`src/rtl/kd_pkg.sv`:
```
// kd_pkg: shared widths, state encoding and defaults for the kd-tree k-means array.
package kd_pkg;
   localparam int DIM_DEF = 3;
   localparam int DATA_RANGE_DEF = 255;
   localparam int MAX_N_DEF = 1000;
   localparam logic [1:0] ST_IDLE = 2'd0;
   localparam logic [1:0] ST_DIV = 2'd1;
   localparam logic [1:0] ST_CMP = 2'd2;
   function automatic int dim_w(input int range);
      return $clog2(range);
   endfunction
   function automatic int cnt_w(input int n);
      return $clog2(n);
   endfunction
   function automatic int acc_w(input int range, input int n);
      return dim_w(range) + cnt_w(n);
   endfunction
endpackage

```
`src/rtl/center_div_lane.sv`:
```
// center_div_lane: one MSB-first restoring divider lane with quotient saturation.
module center_div_lane #(
   parameter int DIM_W = 8,
   parameter int CNT_W = 10,
   parameter int ACC_W = 18,
   parameter int DATA_RANGE = 255
) (
   input  logic             clk,
   input  logic             load,
   input  logic             step,
   input  logic [ACC_W-1:0] dividend,
   input  logic [CNT_W-1:0] divisor,
   output logic [DIM_W-1:0] quotient
);
   logic [ACC_W-1:0] dvd_q, q_q;
   logic [CNT_W-1:0] dvs_q;
   logic [CNT_W:0]   rem_q, rem_sh;
   logic             ge;
   // rem stays below the divisor, so dropping its top bit before the shift loses nothing
   assign rem_sh = {rem_q[CNT_W-1:0], dvd_q[ACC_W-1]};
   assign ge = rem_sh >= {1'b0, dvs_q};
   assign quotient = q_q > ACC_W'(DATA_RANGE) ? DIM_W'(DATA_RANGE) : q_q[DIM_W-1:0];
   always_ff @(posedge clk) begin
      if (load) begin
         dvd_q <= dividend;
         dvs_q <= divisor;
         q_q <= '0;
         rem_q <= '0;
      end else if (step) begin
         dvd_q <= dvd_q << 1;
         rem_q <= ge ? rem_sh - {1'b0, dvs_q} : rem_sh;
         q_q <= {q_q[ACC_W-2:0], ge};
      end
   end
endmodule

```
`src/rtl/center_update.sv`:
```
// center_update: divides per-axis accumulators by the point count and flags
// whether the new center stayed within tol of the old one.
module center_update
   import kd_pkg::*;
#(
   parameter int DIM = DIM_DEF,
   parameter int DATA_RANGE = DATA_RANGE_DEF,
   parameter int MAX_N = MAX_N_DEF,
   parameter int TOL = 0,
   localparam int DIM_W = dim_w(DATA_RANGE),
   localparam int CNT_W = cnt_w(MAX_N),
   localparam int ACC_W = acc_w(DATA_RANGE, MAX_N),
   localparam int CENTER_W = DIM * DIM_W
) (
   input  logic                 clk,
   input  logic                 rst,
   input  logic                 start,
   input  logic [DIM*ACC_W-1:0] acc_in,
   input  logic [CNT_W-1:0]     count_in,
   input  logic [CENTER_W-1:0]  old_center,
   output logic                 busy,
   output logic                 done,
   output logic [CENTER_W-1:0]  new_center,
   output logic                 stable,
   output logic                 empty
);
   localparam int BC_W = $clog2(ACC_W);
   logic [1:0]          state_q, state_d;
   logic [BC_W-1:0]     bc_q, bc_d;
   logic [CNT_W-1:0]    count_q;
   logic [CENTER_W-1:0] old_q, quot, nc_d, new_center_q;
   logic [DIM_W:0]      diff [DIM];
   logic                accept, empty_d, stable_d, stable_q, empty_q, done_q;
   assign accept = state_q == ST_IDLE && start;
   assign empty_d = count_q == '0;
   assign nc_d = empty_d ? old_q : quot;
   for (genvar i = 0; i < DIM; i++) begin : g_lane
      center_div_lane #(
         .DIM_W(DIM_W),
         .CNT_W(CNT_W),
         .ACC_W(ACC_W),
         .DATA_RANGE(DATA_RANGE)
      ) u_lane (
         .clk(clk),
         .load(accept),
         .step(state_q == ST_DIV),
         .dividend(acc_in[i*ACC_W +: ACC_W]),
         .divisor(count_in),
         .quotient(quot[i*DIM_W +: DIM_W])
      );
      assign diff[i] = nc_d[i*DIM_W +: DIM_W] >= old_q[i*DIM_W +: DIM_W]
         ? {1'b0, nc_d[i*DIM_W +: DIM_W]} - {1'b0, old_q[i*DIM_W +: DIM_W]}
         : {1'b0, old_q[i*DIM_W +: DIM_W]} - {1'b0, nc_d[i*DIM_W +: DIM_W]};
   end
   always_comb begin
      stable_d = 1'b1;
      for (int k = 0; k < DIM; k++) stable_d = stable_d & (diff[k] <= (DIM_W+1)'(TOL));
   end
   always_comb begin
      state_d = accept ? (count_in == '0 ? ST_CMP : ST_DIV)
              : (state_q == ST_DIV && bc_q == '0) ? ST_CMP
              : state_q == ST_CMP ? ST_IDLE : state_q;
      bc_d = accept ? BC_W'(ACC_W - 1) : state_q == ST_DIV ? bc_q - BC_W'(1) : bc_q;
   end
   always_ff @(posedge clk) begin
      if (rst) begin
         state_q <= ST_IDLE;
         bc_q <= '0;
         count_q <= '0;
         old_q <= '0;
         new_center_q <= '0;
         stable_q <= 1'b0;
         empty_q <= 1'b0;
         done_q <= 1'b0;
      end else begin
         state_q <= state_d;
         bc_q <= bc_d;
         done_q <= state_q == ST_CMP;
         if (accept) begin
            count_q <= count_in;
            old_q <= old_center;
         end
         if (state_q == ST_CMP) begin
            new_center_q <= nc_d;
            stable_q <= stable_d;
            empty_q <= empty_d;
         end
      end
   end
   assign busy = state_q != ST_IDLE;
   assign done = done_q;
   assign new_center = new_center_q;
   assign stable = stable_q;
   assign empty = empty_q;
endmodule

```
`config.mk`:
```
export PLATFORM = sky130hd
export DESIGN_NAME = center_update
export DESIGN_NICKNAME = d
export VERILOG_FILES = /design/src/rtl/kd_pkg.sv /design/src/rtl/center_div_lane.sv /design/src/rtl/center_update.sv
export SDC_FILE = /design/constraint.sdc
export NUM_CORES = 1
export LEC_CHECK = 0
export BUFFER_PORTS_ARGS = -buffer_cell sky130_fd_sc_hd__buf_2
export CORE_ASPECT_RATIO = 1.2
export CORE_MARGIN = 2
export CORE_UTILIZATION = 45
export CTS_BUF_LIST = sky130_fd_sc_hd__clkbuf_16
export CTS_CLUSTER_DIAMETER = 50
export DETAILED_ROUTE_END_ITERATION = 7
export PLACE_DENSITY_LB_ADDON = 0.25
export SYNTH_ARGS = -nofsm -noshare
export SYNTH_HDL_FRONTEND = slang
export SYNTH_SLANG_ARGS = --single-unit
```
`constraint.sdc`:
```
create_clock -name clk -period 3.5 [get_ports clk]
set_input_delay 0.525 -clock clk [delete_from_list [all_inputs] [get_ports clk]]
set_output_delay 0.525 -clock clk [all_outputs]
set_load 0.05 [all_outputs]
```
After elaboration in Yosys (flattened, before gate mapping)
Index checks and enable logic that the tools add are counted.
{"block": "classes", "addsub": 10, "n_lt_le_gt_ge": 12, "eq_ne": 2, "n_mux": 22, "bitwise": 2, "reduce_logical": 10}
{"op": "18-bit 2-to-1 mux", "n": 6}
{"op": "18-bit by 8-bit greater-than comparator with 1-bit output (second input constant)", "n": 3}
{"op": "8-bit by 8-bit subtractor with 9-bit output", "n": 6}
{"op": "11-bit by 10-bit >= comparator with 1-bit output", "n": 3}
{"op": "10-bit 2-to-1 mux", "n": 3}
{"op": "10-bit subtractor", "n": 3}
{"op": "9-bit by 1-bit <= comparator with 1-bit output (second input constant)", "n": 3}
{"op": "9-bit 2-to-1 mux", "n": 3}
{"op": "8-bit >= comparator", "n": 3}
{"op": "24-bit 2-to-1 mux", "n": 1}
{"op": "8-bit 2-to-1 mux", "n": 3}
{"op": "10-bit zero test", "n": 2}
{"op": "5-bit 2-to-1 mux", "n": 2}
{"op": "2-bit 2-to-1 mux", "n": 4}
{"op": "5-bit zero test", "n": 1}
{"op": "5-bit by 1-bit subtractor with 5-bit output (second input constant)", "n": 1}
{"op": "2-bit nonzero test", "n": 2}
{"op": "3-bit nonzero test", "n": 1}
{"op": "1-bit bitwise AND", "n": 2}
{"op": "2-bit by 1-bit equality test with 1-bit output (second input constant)", "n": 1}
{"op": "2-bit equality test (second input constant)", "n": 1}
{"op": "1-bit logical AND", "n": 2}
{"op": "2-bit zero test", "n": 1}
{"op": "2-bit OR reduction", "n": 1}
{"block": "totals", "ff_bits": 216, "in_bits": 91, "out_inout_bits": 28, "elab_cells": 77}

Logic depth before layout (Yosys ltp)
{"block": "logic_depth", "depth_word": 8, "mapped_depth": 14, "mapped_depth_nobuf": 13}

Modules after synthesis
A second synthesis with hierarchy kept.
{"block": "unflattened", "hier_cells": 1329, "hier_area_um2": 12597.1}
{"module": "center_div_lane (g_lane[0].u_lane ...)", "instances": 2, "cells_per_inst": 234, "area_each_um2": 2643.8}
{"module": "center_update", "instances": 1, "cells_per_inst": 626, "area_each_um2": 4599.4}
{"module": "center_div_lane (g_lane[2].u_lane)", "instances": 1, "cells_per_inst": 235, "area_each_um2": 2710.1}

Worst setup path before layout
No wires, ideal clock.
{"block": "synth_path", "path_kind": "register to register", "from": "reg count_q[3]", "to": "reg stable_q (netlist: stable)", "setup_ps": 69, "t_arrival_ps": 2854, "t_required_ps": 3431, "setup_slack_ps": 577, "path_stages_with_launch": 15, "path_buffers": 2, "synth_period_minus_slack_ps": 2923, "cell_sequence": "dfxtp_1 > nor4_1 > nand3_1 > buf_2 > o22ai_1 > inv_1 > ha_1 > buf_6 > xor2_1 > nor4b_1 > o22a_1 > nand4_1 > a2111oi_2 > o22ai_1 > o21ai_1"}
{"block": "synth_via", "elab_chain_len": 7}
{"element": "start: declaration", "line": "center_update.sv:30", "rtl": "logic [CNT_W-1:0] count_q;"}
{"element": "start signal: assignment", "line": "center_update.sv:80", "rtl": "count_q <= count_in;"}
{"element": "10-bit zero test (*)", "line": "center_update.sv:35", "rtl": "assign empty_d = count_q == '0;"}
{"element": "24-bit 2-to-1 mux (*)", "line": "center_update.sv:36", "rtl": "assign nc_d = empty_d ? old_q : quot;"}
{"element": "named net nc_d[11]", "line": "center_update.sv:31", "rtl": "logic [CENTER_W-1:0] old_q, quot, nc_d, new_center_q;"}
{"element": "8-bit by 8-bit subtractor with 9-bit output, or another cell as far along", "line": "center_update.sv:53", "rtl": ": {1'b0, old_q[i*DIM_W +: DIM_W]} - {1'b0, nc_d[i*DIM_W +: DIM_W]};"}
{"element": "9-bit 2-to-1 mux (*)", "line": "center_update.sv:52", "rtl": "? {1'b0, nc_d[i*DIM_W +: DIM_W]} - {1'b0, old_q[i*DIM_W +: DIM_W]}"}
{"element": "9-bit by 1-bit <= comparator with 1-bit output (*)", "line": "center_update.sv:57", "rtl": "for (int k = 0; k < DIM; k++) stable_d = stable_d & (diff[k] <= (DIM_W+1)'(TOL));"}
{"element": "1-bit bitwise AND (*) (2 in a row)", "line": "center_update.sv:57"}
{"element": "end signal: assignment", "line": "center_update.sv:85", "rtl": "stable_q <= stable_d;"}
{"element": "end: declaration", "line": "center_update.sv:33", "rtl": "logic accept, empty_d, stable_d, stable_q, empty_q, done_q;"}
Mark *: on every way through the listed nets, which the timed path passes. The rest lies on a longest branch.
A chain may end at the register's enable or synchronous reset.

Worst setup path after layout
{"block": "layout_path", "from": "reg count_q[2]", "to": "reg stable_q (netlist: stable)"}
The elaborated chain is that of the path after synthesis.

==> flow_metrics.env <==
export IMPL_r2r_cells=15
export IMPL_placement_rows=64
export IMPL_routed_wl_mm=27.55
export IMPL_number_of_enable_type_register_cells_in_the_synthesized_netlist=64
export IMPL_min_period_over_period_pct=92.86
export IMPL_h_tree_depth=1
export IMPL_detailedPlace_worstSlack_ps=108.7
export IMPL_critPathCapture="stable"
export IMPL_worst_slack_ps=249.9
export IMPL_final_hold_viol_count=0
export IMPL_tritoncts_num_sinks=216
export IMPL_cp_required_ps=3920
export IMPL_fin_total_pwr_w=0.008329
export IMPL_post_place_cells=1788
export IMPL_timing_critical_path_cells="nor4_4, nand3_2, buf_12, nand4_1, buf_4, o22ai_1, inv_1, ha_1, nor2b_1, o211a_1, o21ai_0, o2bb2ai_1, and4b_1, o22ai_1, o21ai_1"
export IMPL_die_height_um=179.4
export IMPL_critPathMaxStageDelay_ps=330
export IMPL_max_freq_ghz=0.3077
export IMPL_cts_root_buf="sky130_fd_sc_hd__clkbuf_16"
export IMPL_type_of_the_worst_setup_path="reg2reg"
export IMPL_synth_seq_cells=216
export IMPL_synthFlopType="sky130_fd_sc_hd__dfxtp_1"
export IMPL_antenna_cells=0
export IMPL_post_dp_hpwl_mm=18.61
export IMPL_rsz0062_at_grt="false"
export IMPL_avgSynthCellArea_um2=8.268
export IMPL_critical_path_top_cell_by_count="sky130_fd_sc_hd__o22ai_1"
export IMPL_worstMarginPinSlew_ps=1038
export IMPL_initialDrtViolationCount=501
export IMPL_postSynth_asyncResetShare_pct=0
export IMPL_grtUsageTotal_pct=20.21
export IMPL_yosysSeqAreaShare_pct=43.01
export IMPL_synth_distinct_cells=66
export IMPL_cpMaxStageDelayCell="sky130_fd_sc_hd__dfxtp_1"
export IMPL_setup_worst_path_start="count_q[2]"
export IMPL_launching_point_of_the_worst_reg2reg_path="count_q[2]"
export IMPL_cellLeakagePower_nw=5.838
export IMPL_cts_buffers_inserted=28
export IMPL_finalNonFillerCells=1846
export IMPL_worst_slew_margin_rel_pct=30.80
export IMPL_cp_data_arrival_time_ps=3670
export IMPL_synth_area_leader_cell="sky130_fd_sc_hd__dfxtp_1"
export IMPL_top_level_ports=119
export IMPL_outcome="finished clean"
export IMPL_post_route_ant_nets=0
export IMPL_timing_max_cap_violations=0
export IMPL_vdd_drop_max_uv=450.6
export IMPL_fillCellCount=2398
export IMPL_clockBufferDepth=3
export IMPL_r2r_end="stable"
export IMPL_critical_path_max_fanout=14
export IMPL_finalCriticalPeriod_ps=3250
export IMPL_firstDrtPassIters=5
export IMPL_synth_top_cells_by_area="sky130_fd_sc_hd__dfxtp_1 26%, sky130_fd_sc_hd__edfxtp_1 17%, sky130_fd_sc_hd__nand2_1 12%"
export IMPL_grt_start_max_net_pins=157
export IMPL_clk_pin_slew_ps=60
export IMPL_via_count_of_the_first_global_routing_pass=9545
export IMPL_synth_net_count=1570
export IMPL_wl_per_cell_um=14.92
export IMPL_clkLatencyLatePin_ps=550
export IMPL_fin_worst_skew_ps=21.07
export IMPL_finalWeightedCongestion=0.8825
export IMPL_synth_cell_area_mm2=0.01154
export IMPL_critical_path_startpoint_type="register"
export IMPL_cts_tree="yes"
export IMPL_area_delta_synth_final_pct=16.27
export IMPL_vias=9743
export IMPL_class_of_the_tightest_hold_or_removal_check="in2reg"
export IMPL_timing_critical_path_to_type="register"
export IMPL_gate_count_after_technology_mapping=1396
export IMPL_layout_nets=1668
export IMPL_die_width_um=150.2
export IMPL_layout_area_seq_mm2=0.004965
export IMPL_effective_utilization_at_floorplan_pct=45.47
export IMPL_numPortBuffers=118
export IMPL_power_per_cell_area_mw_per_mm2=620.6
export IMPL_global_route_overflow_total=0
export IMPL_die_area_mm2=0.02695
export IMPL_drcViolationCount=0
export IMPL_synth_yosys_warnings=0
export IMPL_multiInputGateArea_mm2=0.006086
export IMPL_drive_above_1_share_pct=14.18
export IMPL_core_area_mm2=0.02538
export IMPL_finalSetupViolations=0
export IMPL_timing_hold_worst_start="count_in[9]"
export IMPL_finalMaxSlewViolations=0
export IMPL_grt_pass1_wl_mm=45.44
export IMPL_via_per_inst=5.278
export IMPL_initial_antenna_violation_count=0
export IMPL_final_sum_of_negative_setup_slack_ps=0
export IMPL_synth_top_area_share_pct=26.36
export IMPL_setup_reg_to_reg_worst_slack_ps=250
==> critical path: cells and delay by family (launching register included) <==
| kind | cells | cell delay [ps] |
|---|---|---|
| flops | 1 | 330 |
| simple gates | 5 | 930 |
| fa+ha+maj | 1 | 260 |
| buf+inv | 3 | 420 |
| compound gates | 6 | 1160 |
==> cell usage in the layout (no fill, tap or decap), types with 4 or more instances in the layout <==
master,n
sky130_fd_sc_hd__nand4_1,15
sky130_fd_sc_hd__inv_1,79
sky130_fd_sc_hd__o211ai_1,4
sky130_fd_sc_hd__nor4_1,13
sky130_fd_sc_hd__and3_1,8
sky130_fd_sc_hd__o21ai_0,86
sky130_fd_sc_hd__clkbuf_16,29
sky130_fd_sc_hd__or3_1,6
sky130_fd_sc_hd__buf_4,19
sky130_fd_sc_hd__a22o_1,4
sky130_fd_sc_hd__mux2i_1,27
sky130_fd_sc_hd__o21ai_1,12
sky130_fd_sc_hd__o21a_1,6
sky130_fd_sc_hd__a31oi_1,5
sky130_fd_sc_hd__o22ai_1,26
sky130_fd_sc_hd__nand3_1,6
sky130_fd_sc_hd__a21oi_1,103
sky130_fd_sc_hd__xor2_1,13
sky130_fd_sc_hd__nand2b_1,9
sky130_fd_sc_hd__nand3b_1,6
sky130_fd_sc_hd__a21o_1,20
sky130_fd_sc_hd__ha_1,77
sky130_fd_sc_hd__o31ai_1,4
sky130_fd_sc_hd__edfxtp_1,64
sky130_fd_sc_hd__nand2_1,370
sky130_fd_sc_hd__nor2b_1,13
sky130_fd_sc_hd__a211oi_1,9
sky130_fd_sc_hd__buf_2,118
sky130_fd_sc_hd__inv_4,4
sky130_fd_sc_hd__xnor2_1,17
sky130_fd_sc_hd__nor2_1,90
sky130_fd_sc_hd__nor3_1,16
sky130_fd_sc_hd__clkinv_1,4
sky130_fd_sc_hd__or2_2,5
sky130_fd_sc_hd__dfxtp_1,152
==> state kept, by name (all words and copies together) (netlist names) <==
register	cells
bc_q	5
count_q	10
done	1
empty	1
g_lane.u_lane.dvd_q	54
g_lane.u_lane.dvs_q	10
g_lane.u_lane.q_q	54
g_lane.u_lane.rem_q	30
new_center	24
old_q	24
stable	1
state_q	2
==> Yosys cell counts, drive strengths merged, types with 5 or more instances <==
master	count
nand4	16
nor4	17
o21ai	98
nor3	18
edfxtp	64
clkbuf	42
xnor2	17
a211oi	10
a21oi	105
nor2	90
o22ai	26
o21a	6
o31ai	5
inv	76
and3	8
ha	80
a21o	20
buf	30
mux2i	27
or3	6
nand2b	11
nor2b	14
nand3b	6
nand2	371
a31oi	5
nand3	7
dfxtp	152
or2	6
xor2	13
==> kinds of logic after synthesis <==
family                     after synthesis  synth area share (%)
AOI/OAI and AO/OA                      312                 16.21
xor gates and xnor gates                30                 2.276
adders and majority gates               83                 9.192
buffers and inverters                  148                 5.301
DFF                                    216                 43.01
muxes                                   27                 2.341
and+or+nand+nor                        580                 21.67
==> report_power, final <==
group	total, W	switching (W)	internal (W)	leakage, nW
logic	0.00260	0.00155	0.00105	3.51
clock network	0.00268	0.00114	0.00155	0.458
registers	0.00304	0.000147	0.00289	1.87
total	0.00833	0.00283	0.00549	5.84
==> worst min path at each step <==
stage          cells after the start                   endpoint
6_report                           1  g_lane[0].u_lane.dvs_q[9]
5_1_grt                            1  g_lane[0].u_lane.dvs_q[9]
4_1_cts                            1  g_lane[0].u_lane.dvs_q[9]
3_5_place_dp                       2                 count_q[2]
3_3_place_gp                       2   g_lane[2].u_lane.q_q[17]
2_1_floorplan                      2                 count_q[2]
==> routing by layer <==
layer	up-vias	routed length (um)	track usage [%]
met3	38	1152	3.249
met4	0	591	5.094
met1	4552	12170	25.98
li1	4984	-	-
met5	-	0	0
met2	169	13630	35.21
==> per-stage QoR <==
stage | area, um^2 | util, % | hold WS [ps]
finish | 13420 | 52.87 | 197.2
global route | 13420 | 52.87 | 184.1
CTS | 13260 | 52.23 | 175.3
detailed placement | 12390 | 48.80 | 447.2
global placement | 12390 | 48.80 | 444.0
floorplan | 11540 | - | 436.0
==> what timing repair did <==
| item | 4_1_cts | 5_1_grt |
|---|---|---|
| setup buffers | 0 | 5 |
| endpoints found under the hold margin | 0 | 0 |
| setup endpoints to repair | 0 | 1 |
| gates resized for setup | 0 | 15 |
| hold buffers | 0 | 0 |
==> layout make-up <==
class                   count  area share [%]
clock inverters            24           1.268
well taps                 330           3.077
flip-flops and latches    216           36.99
clock buffers              28           5.221
multi-input cells        1032           45.35
inverters                  76           2.144
repair buffers            140           5.948
No activity file was read; power rests on OpenSTA's default activity.
